--- config.mk ---
export PLATFORM = sky130hd
export DESIGN_NAME = pau_arbiter
export DESIGN_NICKNAME = d
export VERILOG_FILES = /design/src/rtl/pau_arbiter.sv
export SDC_FILE = /design/constraint.sdc
export NUM_CORES = 1
export LEC_CHECK = 0
export CAP_MARGIN = 30
export CORE_AREA = 5 5 185 187
export CTS_BUF_LIST = sky130_fd_sc_hd__clkbuf_2 sky130_fd_sc_hd__clkbuf_4 sky130_fd_sc_hd__clkbuf_8
export CTS_CLUSTER_DIAMETER = 100
export CTS_CLUSTER_SIZE = 16
export DETAILED_ROUTE_END_ITERATION = 6
export DIE_AREA = 0 0 190 192
export PLACE_DENSITY = 0.65
export SLEW_MARGIN = 20
export SYNTH_ARGS = -nofsm -noshare
export SYNTH_HDL_FRONTEND = slang
export SYNTH_SLANG_ARGS = --single-unit
--- constraint.sdc ---
create_clock -name clk -period 4.8 [get_ports clk]
set_clock_uncertainty 0.15 [all_clocks]
set_input_delay 0.96 -clock clk [delete_from_list [all_inputs] [get_ports clk]]
set_output_delay 0.96 -clock clk [all_outputs]
set_load 0.05 [all_outputs]
--- src/rtl/pau_arbiter.sv ---
// pau_arbiter: round-robin sharing of one posit arithmetic unit among NUM_REQ
// requesters. One operation at a time is granted and issued to the unit. The
// result, or a NaR error on an invalid op or a timeout, is returned to the
// granted requester over a valid/ready response.
module pau_arbiter #(
    parameter int NUM_REQ     = 4,
    parameter int PAU_N       = 32,
    parameter int WAIT_CYCLES = 4,
    parameter int TIMEOUT     = 64
) (
    input  logic                     clk,
    input  logic                     rst,
    input  logic [NUM_REQ-1:0]       req_valid,
    output logic [NUM_REQ-1:0]       req_ready,
    input  logic [3*NUM_REQ-1:0]     req_op,
    input  logic [PAU_N*NUM_REQ-1:0] req_a,
    input  logic [PAU_N*NUM_REQ-1:0] req_b,
    output logic [NUM_REQ-1:0]       resp_valid,
    input  logic [NUM_REQ-1:0]       resp_ready,
    output logic [PAU_N-1:0]         resp_data,
    output logic                     resp_err,
    output logic                     pau_start,
    output logic [1:0]               pau_sel,
    output logic [PAU_N-1:0]         pau_a,
    output logic [PAU_N-1:0]         pau_b,
    input  logic                     pau_done,
    input  logic [PAU_N-1:0]         pau_add,
    input  logic [PAU_N-1:0]         pau_mul,
    input  logic [PAU_N-1:0]         pau_div
);

    localparam int IDX_W = $clog2(NUM_REQ);
    localparam int CNT_W = $clog2(TIMEOUT + 1);
    localparam int OP_W  = 3;
    localparam logic [PAU_N-1:0] NAR = {1'b1, {(PAU_N-1){1'b0}}};

    typedef enum logic [1:0] {IDLE = 2'b00, BUSY = 2'b01, RESP = 2'b10} state_t;

    state_t             state_r, state_nxt_s;
    logic [IDX_W-1:0]   rr_ptr_r, gnt_r, gnt_idx_s;
    logic               gnt_found_s;
    logic [CNT_W-1:0]   cnt_r;
    logic [OP_W-1:0]    sel_op_s;
    logic [PAU_N-1:0]   sel_a_s, sel_b_s;
    logic               op_valid_s, op_sub_s;
    logic [1:0]         op_sel_s;
    logic               done_ok_s, timeout_s;
    logic [PAU_N-1:0]   pau_a_r, pau_b_r, resp_data_r, unit_res_s;
    logic [1:0]         pau_sel_r;
    logic               resp_err_r;

    // Wrap-around two's-complement negation; 0 and NaR map onto themselves.
    function automatic logic [PAU_N-1:0] twos_neg(input logic [PAU_N-1:0] v);
        return ~v + {{(PAU_N-1){1'b0}}, 1'b1};
    endfunction

    // Requester index at offset k above the round-robin pointer, with wrap.
    function automatic logic [IDX_W-1:0] rr_idx(input logic [IDX_W-1:0] ptr, input int k);
        int s;
        s = int'(ptr) + k;
        if (s >= NUM_REQ) begin
            s = s - NUM_REQ;
        end else begin
            s = s;
        end
        return IDX_W'(s);
    endfunction

    // Round-robin search: first valid requester at or above rr_ptr.
    always_comb begin
        gnt_found_s = 1'b0;
        gnt_idx_s   = '0;
        for (int k = 0; k < NUM_REQ; k++) begin
            if (!gnt_found_s && req_valid[rr_idx(rr_ptr_r, k)]) begin
                gnt_found_s = 1'b1;
                gnt_idx_s   = rr_idx(rr_ptr_r, k);
            end else begin
                gnt_found_s = gnt_found_s;
            end
        end
    end

    // Select the winner's op/operands and decode the op into unit select.
    always_comb begin
        sel_op_s   = req_op[OP_W*int'(gnt_idx_s) +: OP_W];
        sel_a_s    = req_a[PAU_N*int'(gnt_idx_s) +: PAU_N];
        sel_b_s    = req_b[PAU_N*int'(gnt_idx_s) +: PAU_N];
        op_valid_s = 1'b1;
        op_sub_s   = 1'b0;
        op_sel_s   = 2'b00;
        case (sel_op_s)
            3'b000:  op_sel_s = 2'b00;
            3'b001:  begin op_sel_s = 2'b00; op_sub_s = 1'b1; end
            3'b010:  op_sel_s = 2'b01;
            3'b011:  op_sel_s = 2'b10;
            default: op_valid_s = 1'b0;
        endcase
    end

    // Result of the unit chosen for the operation in flight.
    always_comb begin
        unit_res_s = NAR;
        case (pau_sel_r)
            2'b00:   unit_res_s = pau_add;
            2'b01:   unit_res_s = pau_mul;
            2'b10:   unit_res_s = pau_div;
            default: unit_res_s = NAR;
        endcase
    end

    assign done_ok_s = (cnt_r >= CNT_W'(WAIT_CYCLES)) && pau_done;
    assign timeout_s = (cnt_r == CNT_W'(TIMEOUT));

    // State register.
    always_ff @(posedge clk) begin
        if (rst) begin
            state_r <= IDLE;
        end else begin
            state_r <= state_nxt_s;
        end
    end

    // Next-state logic.
    always_comb begin
        state_nxt_s = state_r;
        case (state_r)
            IDLE: begin
                if (gnt_found_s) begin
                    state_nxt_s = op_valid_s ? BUSY : RESP;
                end else begin
                    state_nxt_s = IDLE;
                end
            end
            BUSY: begin
                if (done_ok_s || timeout_s) begin
                    state_nxt_s = RESP;
                end else begin
                    state_nxt_s = BUSY;
                end
            end
            RESP: begin
                if (resp_ready[gnt_r]) begin
                    state_nxt_s = IDLE;
                end else begin
                    state_nxt_s = RESP;
                end
            end
            default: state_nxt_s = IDLE;
        endcase
    end

    // Outputs decoded from state; req_ready is the live arbitration result.
    always_comb begin
        req_ready  = '0;
        resp_valid = '0;
        pau_start  = 1'b0;
        case (state_r)
            IDLE: begin
                if (gnt_found_s) begin
                    req_ready = {{(NUM_REQ-1){1'b0}}, 1'b1} << gnt_idx_s;
                end else begin
                    req_ready = '0;
                end
            end
            BUSY:    pau_start  = 1'b1;
            RESP:    resp_valid = {{(NUM_REQ-1){1'b0}}, 1'b1} << gnt_r;
            default: pau_start  = 1'b0;
        endcase
    end

    // Operand latch, settle counter, result capture and pointer advance.
    always_ff @(posedge clk) begin
        if (rst) begin
            rr_ptr_r    <= '0;
            gnt_r       <= '0;
            cnt_r       <= '0;
            pau_a_r     <= '0;
            pau_b_r     <= '0;
            pau_sel_r   <= 2'b00;
            resp_data_r <= '0;
            resp_err_r  <= 1'b0;
        end else begin
            case (state_r)
                IDLE: begin
                    if (gnt_found_s) begin
                        gnt_r     <= gnt_idx_s;
                        pau_a_r   <= sel_a_s;
                        pau_b_r   <= op_sub_s ? twos_neg(sel_b_s) : sel_b_s;
                        pau_sel_r <= op_sel_s;
                        cnt_r     <= '0;
                        if (!op_valid_s) begin
                            resp_data_r <= NAR;
                            resp_err_r  <= 1'b1;
                        end
                    end
                end
                BUSY: begin
                    if (cnt_r != {CNT_W{1'b1}}) begin
                        cnt_r <= cnt_r + CNT_W'(1'b1);
                    end
                    if (done_ok_s) begin
                        resp_data_r <= unit_res_s;
                        resp_err_r  <= 1'b0;
                    end else if (timeout_s) begin
                        resp_data_r <= NAR;
                        resp_err_r  <= 1'b1;
                    end
                end
                RESP: begin
                    if (resp_ready[gnt_r]) begin
                        rr_ptr_r <= (gnt_r == IDX_W'(NUM_REQ-1)) ? '0 : gnt_r + IDX_W'(1'b1);
                    end
                end
                default: cnt_r <= '0;
            endcase
        end
    end

    assign pau_a     = pau_a_r;
    assign pau_b     = pau_b_r;
    assign pau_sel   = pau_sel_r;
    assign resp_data = resp_data_r;
    assign resp_err  = resp_err_r;

endmodule
==> results.cfg, run 1 <==
[clock_network]
postCtsSetupBuffers = 0
clock_latency_ns = 0.40
root_buffer = clkbuf_8
clock_sinks = 112
postCtsResizedCells = 0
cts_buffers = 9
cts_tree = yes
clock_path_buffers = 2
cts.htree.levels = 3
cts.clk_slew.worst_paths_ns = 0.13
postCtsHoldBufs = 0

[yosys]
ys_seq_area_share_pct = 29.1
synth_area_um2 = 7720
synthXorXnorAreaFrac_pct = 3.75
netlist_instances = 1074
synth-edff-count = 0
ys_warn_count = 0
syn_avg_cell_area_um2 = 7.18
synth_simple_gate_area_share_pct = 30.2
synth_fp_nets = 1456
ys_ff_latch = 112
synth-compound-area-share_pct = 16.9
synth.area.top_cells = dfxtp_1 29%, nand2_1 12%, mux2i_1 9.6%
ys_types = 56
synth.mux.area_fraction_pct = 12.8
synth_top_family_by_area = simple AND/OR/NAND/NOR gates
synthAdderAreaFrac_pct = 1.14
ys_async_sr_fraction_pct = 0
synthFlopType = dfxtp_1
synth_area_leader_cell = dfxtp_1
synth_top_area_share_pct = 29.1

[die]
die_w_um = 190
die_y_um = 192
start_util_pct = 23.9
rows = 66
die_area_um2 = 36500
core_um2 = 32300
ios = 483

[pwr]
p_sw_mw = 1.69
p_leak_nw = 5.01
power_frac_comb_pct = 54.0
power_frac_clock_pct = 15.7
internal-power_mw = 2.08
seq_power_share_pct = 30.3
power.density_nw_per_um2 = 288
irDropWorstVdd_mv = 0.166
switching_share_pct = 44.8

[setup_path]
crit_slowest_cell = nor4_4
endpoint_kind = flip-flop
worstSetupStartpointType = input port
critical_path_class = in -> reg
arrival_ns = 4.49
reg2reg_to = pau_b[29]$_SDFFE_PP0P_
cp_common_cell = mux2i_1
reg2reg_slack_ns = 0.97
regToRegStartpoint = rr_ptr_r[1]$_SDFFE_PP0P_
crit_path_cell_trace = clkdlybuf4s50_1 > mux2i_1 > o22a_1 > nand2_8 > mux2i_1 > mux2_2 > nand4_2 > nor4_4 > a41oi_1 > xnor2_1 > a211oi_1
required_ns = 4.98
critPathMaxStageDelay_ns = 0.56
cp_max_fo = 46
r2r_cells = 10

[sta]
slew_headroom_pct = 33.5
hold_viol = 0
setup_violations = 0
rsz0062_at_grt = false
fmax_ghz = 0.232
worst_slew_pin_slew_ns = 0.997
fin_crit_sh_pct = 89.8
timing.hold.ws_ns = 0.313
setup_tns_ns = 0
period_needed_ns = 4.31
drv_slew = 0

[min_path]
holdPathEnd = pau_a[2]$_SDFFE_PP0P_
hp-start = pau_a[2]$_SDFFE_PP0P_
whs_path_depth = 2
hold_path_class = reg -> reg

[route]
dr.pass1.iters = 5
drc = 0
drtAntennaViolNets = 0
drt-total-wl_um = 36500
vias = 9230
wl_per_cell_um = 18.7
drt_iter0_markers = 402
viasPerCell = 4.72

[final_layout]
layout_commonest_cell = clkdlybuf4s50_1
layout_common_cells = 477 x clkdlybuf4s50_1, 245 x nand2_1, 139 x nand3_1, 111 x dfxtp_1, 93 x nor2_1
nets = 1882
drive_gt1_share_pct = 5.71
syn_to_final_growth_pct = 69.8

[grt]
grt_antenna_before_repair = 13
grt_pass1_vias = 9425
grt_start_max_net_pins = 85
overflow = 0
grt_pass1_wl_um = 53900
grt_usage_pct = 19.0

[placed_design]
hpwl_um = 29300
gp_congestion = 0.866
portBuffers = 482

[status]
status = completed

[flow_run]
maxCapViolations = 0
power groups by stage:
stage | clock [mW] | sequential, mW | combinational, mW
global placement | 0 | 1.16 | 2.04
CTS | 0.623 | 1.14 | 2.06
finish | 0.591 | 1.14 | 2.04
detailed placement | 0 | 1.16 | 2.05
floorplan | 0 | 1.57 | 0.803
global route | 0.656 | 1.16 | 2.18
through the flow:
| step | std cells | util, % | power (mW) | area [µm²] | setup slack [ns] |
|---|---|---|---|---|---|
| floorplan | 1074 | - | 2.37 | 7720 | 0.908 |
| finish | 1956 | 40.6 | 3.77 | 13100 | 0.491 |
| global placement | 1931 | 39.9 | 3.20 | 12900 | 0.187 |
| global route | 1956 | 40.6 | 4.00 | 13100 | 0.312 |
| detailed placement | 1931 | 39.9 | 3.21 | 12900 | 0.0793 |
| CTS | 1947 | 40.5 | 3.82 | 13100 | 0.540 |
routing by layer:
layer / vias to the layer above / wire (µm) / global-route usage (%)
met5: - / 35 / 0
li1: 4607 / - / -
met1: 4184 / 13900 / 20.6
met3: 53 / 3570 / 7.38
met4: 8 / 1200 / 7.43
met2: 378 / 17800 / 33.3
synthesized netlist by cell type (all sizes together), types with 7 or more instances:
| cell | count |
|---|---|
| nand2 | 247 |
| mux2i | 74 |
| a22oi | 33 |
| a21oi | 54 |
| buf | 25 |
| clkbuf | 64 |
| xor2 | 25 |
| o21ai | 54 |
| dfxtp | 112 |
| xnor2 | 8 |
| a211oi | 27 |
| nand3 | 140 |
| inv | 9 |
| a31oi | 12 |
| and2 | 7 |
| mux2 | 20 |
| nor2 | 94 |
| nand4 | 8 |
| ha | 7 |
sequential cells by signal, summed over array words and instances, names as in the netlist, 2 cells and up:
signal     cells
gnt_r          2
state_r        2
pau_a         32
pau_sel        2
resp_data     32
pau_b         32
cnt_r          7
rr_ptr_r       2
cells by family after synthesis:
kind of cell,after synthesis
flops,112
mux,95
compound gates,205
simple gates,524
buf+inv,98
fa+ha+maj,7
xor+xnor,33
area by class of cell:
| type | instances | area (µm²) |
|---|---|---|
| sequential | 112 | 2240 |
| timing repair buffer | 504 | 5030 |
| inverter | 9 | 33.8 |
| antenna | 9 | 22.5 |
| tap | 442 | 553 |
| multi-input combinational | 864 | 5040 |
| clock inverter | 7 | 63.8 |
| clock buffer | 9 | 124 |
| fill | 3340 | 19200 |
how the worst max path moves through the flow:
| stage | startpoint | end | slack (ns) | cells after the start |
|---|---|---|---|---|
| 6_report | req_valid[2] | pau_b[29]$_SDFFE_PP0P_ | 0.49 | 11 |
| 4_1_cts | req_valid[2] | pau_b[29]$_SDFFE_PP0P_ | 0.54 | 11 |
| 3_5_place_dp | req_valid[2] | pau_b[29]$_SDFFE_PP0P_ | 0.08 | 11 |
| 2_1_floorplan | req_valid[0] | req_ready[0] | 0.91 | 8 |
| 5_1_grt | req_valid[2] | pau_b[29]$_SDFFE_PP0P_ | 0.31 | 11 |
| 3_3_place_gp | req_valid[2] | pau_b[26]$_SDFFE_PP0P_ | 0.19 | 11 |
worst max-delay path, delay by kind of cell:
kind            cells  cell delay [ns]
mux                 3             0.76
buf+inv             1             0.49
simple gates        3             1.09
compound gates      3             0.95
xor+xnor            1             0.17
No activity file was read; power rests on OpenSTA's default activity.
==> run 2: changes to the inputs <==
--- a/config.mk
+++ b/config.mk
@@ -12,7 +12,6 @@
 export CTS_CLUSTER_SIZE = 16
 export DETAILED_ROUTE_END_ITERATION = 6
 export DIE_AREA = 0 0 190 192
-export PLACE_DENSITY = 0.65
 export SLEW_MARGIN = 20
 export SYNTH_ARGS = -nofsm -noshare
 export SYNTH_HDL_FRONTEND = slang
==> results.cfg, run 2 (same netlist as run 1, synthesis figures left out) <==
[placed_design]
post-place-ws_ns = 0.0444
place_area_um2 = 12900
hpwl_um = 30700
dp.cells = 1931
portBuffers = 482
gp_congestion = 0.874

[die]
start_util_pct = 23.9
die_area_um2 = 36500
die_y_um = 192
die_w_um = 190
rows = 66
core_um2 = 32300
ios = 483

[route]
drtAntennaViolNets = 0
viasPerCell = 4.76
dr.pass1.iters = 5
drt-total-wl_um = 37600
drc = 0
drt_iter0_markers = 372
wl_per_cell_um = 19.3
vias = 9277

[final_layout]
layout_commonest_cell = clkdlybuf4s50_1
nets = 1882
postLayoutCellArea_um2 = 13100
syn_to_final_growth_pct = 69.7
fin_util_pct = 40.6
num_antenna_cells = 0
drive_gt1_share_pct = 5.65
layout_common_cells = 477 x clkdlybuf4s50_1, 245 x nand2_1, 139 x nand3_1, 111 x dfxtp_1, 93 x nor2_1
instances_no_fill = 1947

[sta]
drv_slew = 0
hold_viol = 0
rsz0062_at_grt = false
fmax_ghz = 0.226
setup_violations = 0
fin_crit_sh_pct = 92.2
timing.hold.ws_ns = 0.313
slew_headroom_pct = 37.6
setup_tns_ns = 0
setup_ws_ns = 0.373
worst_slew_pin_slew_ns = 0.937
period_needed_ns = 4.43

[pwr]
seq_power_share_pct = 30.4
irDropWorstVdd_mv = 0.151
p_leak_nw = 5.02
power_frac_clock_pct = 15.2
power.density_nw_per_um2 = 289
internal-power_mw = 2.09
total_power_mw = 3.79
switching_share_pct = 44.8
power_frac_comb_pct = 54.5
p_sw_mw = 1.70

[clock_network]
root_buffer = clkbuf_8
cts.clk_slew.worst_paths_ns = 0.12
clock_sinks = 112
cts_tree = yes
postCtsSetupBuffers = 0
cts.htree.levels = 3
clock_latency_ns = 0.39
postCtsHoldBufs = 0
postCtsResizedCells = 0
cts_buffers = 9
clock_path_buffers = 2

[grt]
grt_start_max_net_pins = 85
grt_antenna_before_repair = 0
grt_pass1_vias = 9473
grt_pass1_wl_um = 55800
grt_usage_pct = 19.7
overflow = 0

[setup_path]
reg2reg_slack_ns = 0.86
required_ns = 3.69
arrival_ns = 3.32
critical_path_class = in -> out
worstSetupStartpointType = input port
cp_max_fo = 19
endpoint_kind = output port

[min_path]
hold_path_class = reg -> reg

[status]
status = completed

[flow_run]
maxCapViolations = 0
run 2: cell types whose count changed in the layout (fill, tap and decap cells not counted), sizes merged:
cell	delta
diode	-9
clkbuf	+1
clkinv	-1
run 2: final timing paths:
| kind | startpoint | end | cells after the start |
|---|---|---|---|
| worst max-delay path | req_valid[2] | req_ready[2] | 6 |
| worst min-delay path | pau_a[29]$_SDFFE_PP0P_ | pau_a[29]$_SDFFE_PP0P_ | 2 |
| worst min register to register | pau_a[29]$_SDFFE_PP0P_ | pau_a[29]$_SDFFE_PP0P_ | 2 |
| worst max register to register | rr_ptr_r[1]$_SDFFE_PP0P_ | pau_b[18]$_SDFFE_PP0P_ | 10 |
run 2: cell type report:
type | instances | area [µm²]
fill | 3348 | 19200
clock inverter | 6 | 60.1
multi-input combinational | 864 | 5030
tap | 442 | 553
timing repair buffer | 504 | 5040
inverter | 9 | 33.8
sequential | 112 | 2240
clock buffer | 10 | 131
run 2: critical path, stage by stage:
cell and delay [ns]:
clkdlybuf4s50_1 0.57, mux2i_1 0.14, o22ai_2 0.73, o21ai_0 0.43, nor2_1 0.28, buf_12 0.17
run 2: power by group through the flow:
| stage | combinational, mW | clock, mW | sequential (mW) |
|---|---|---|---|
| 3_3_place_gp | 2.07 | 0 | 1.17 |
| 5_1_grt | 2.21 | 0.641 | 1.17 |
| 6_report | 2.06 | 0.574 | 1.15 |
| 3_5_place_dp | 2.08 | 0 | 1.17 |
| 4_1_cts | 2.08 | 0.608 | 1.15 |
| 2_1_floorplan | 0.803 | 0 | 1.57 |
run 2: routing by layer:
layer	GRT usage (%)	wire length [µm]
met1	22.2	14700
met2	34.5	18200
met3	6.98	3410
met4	6.90	1320
met5	0	0
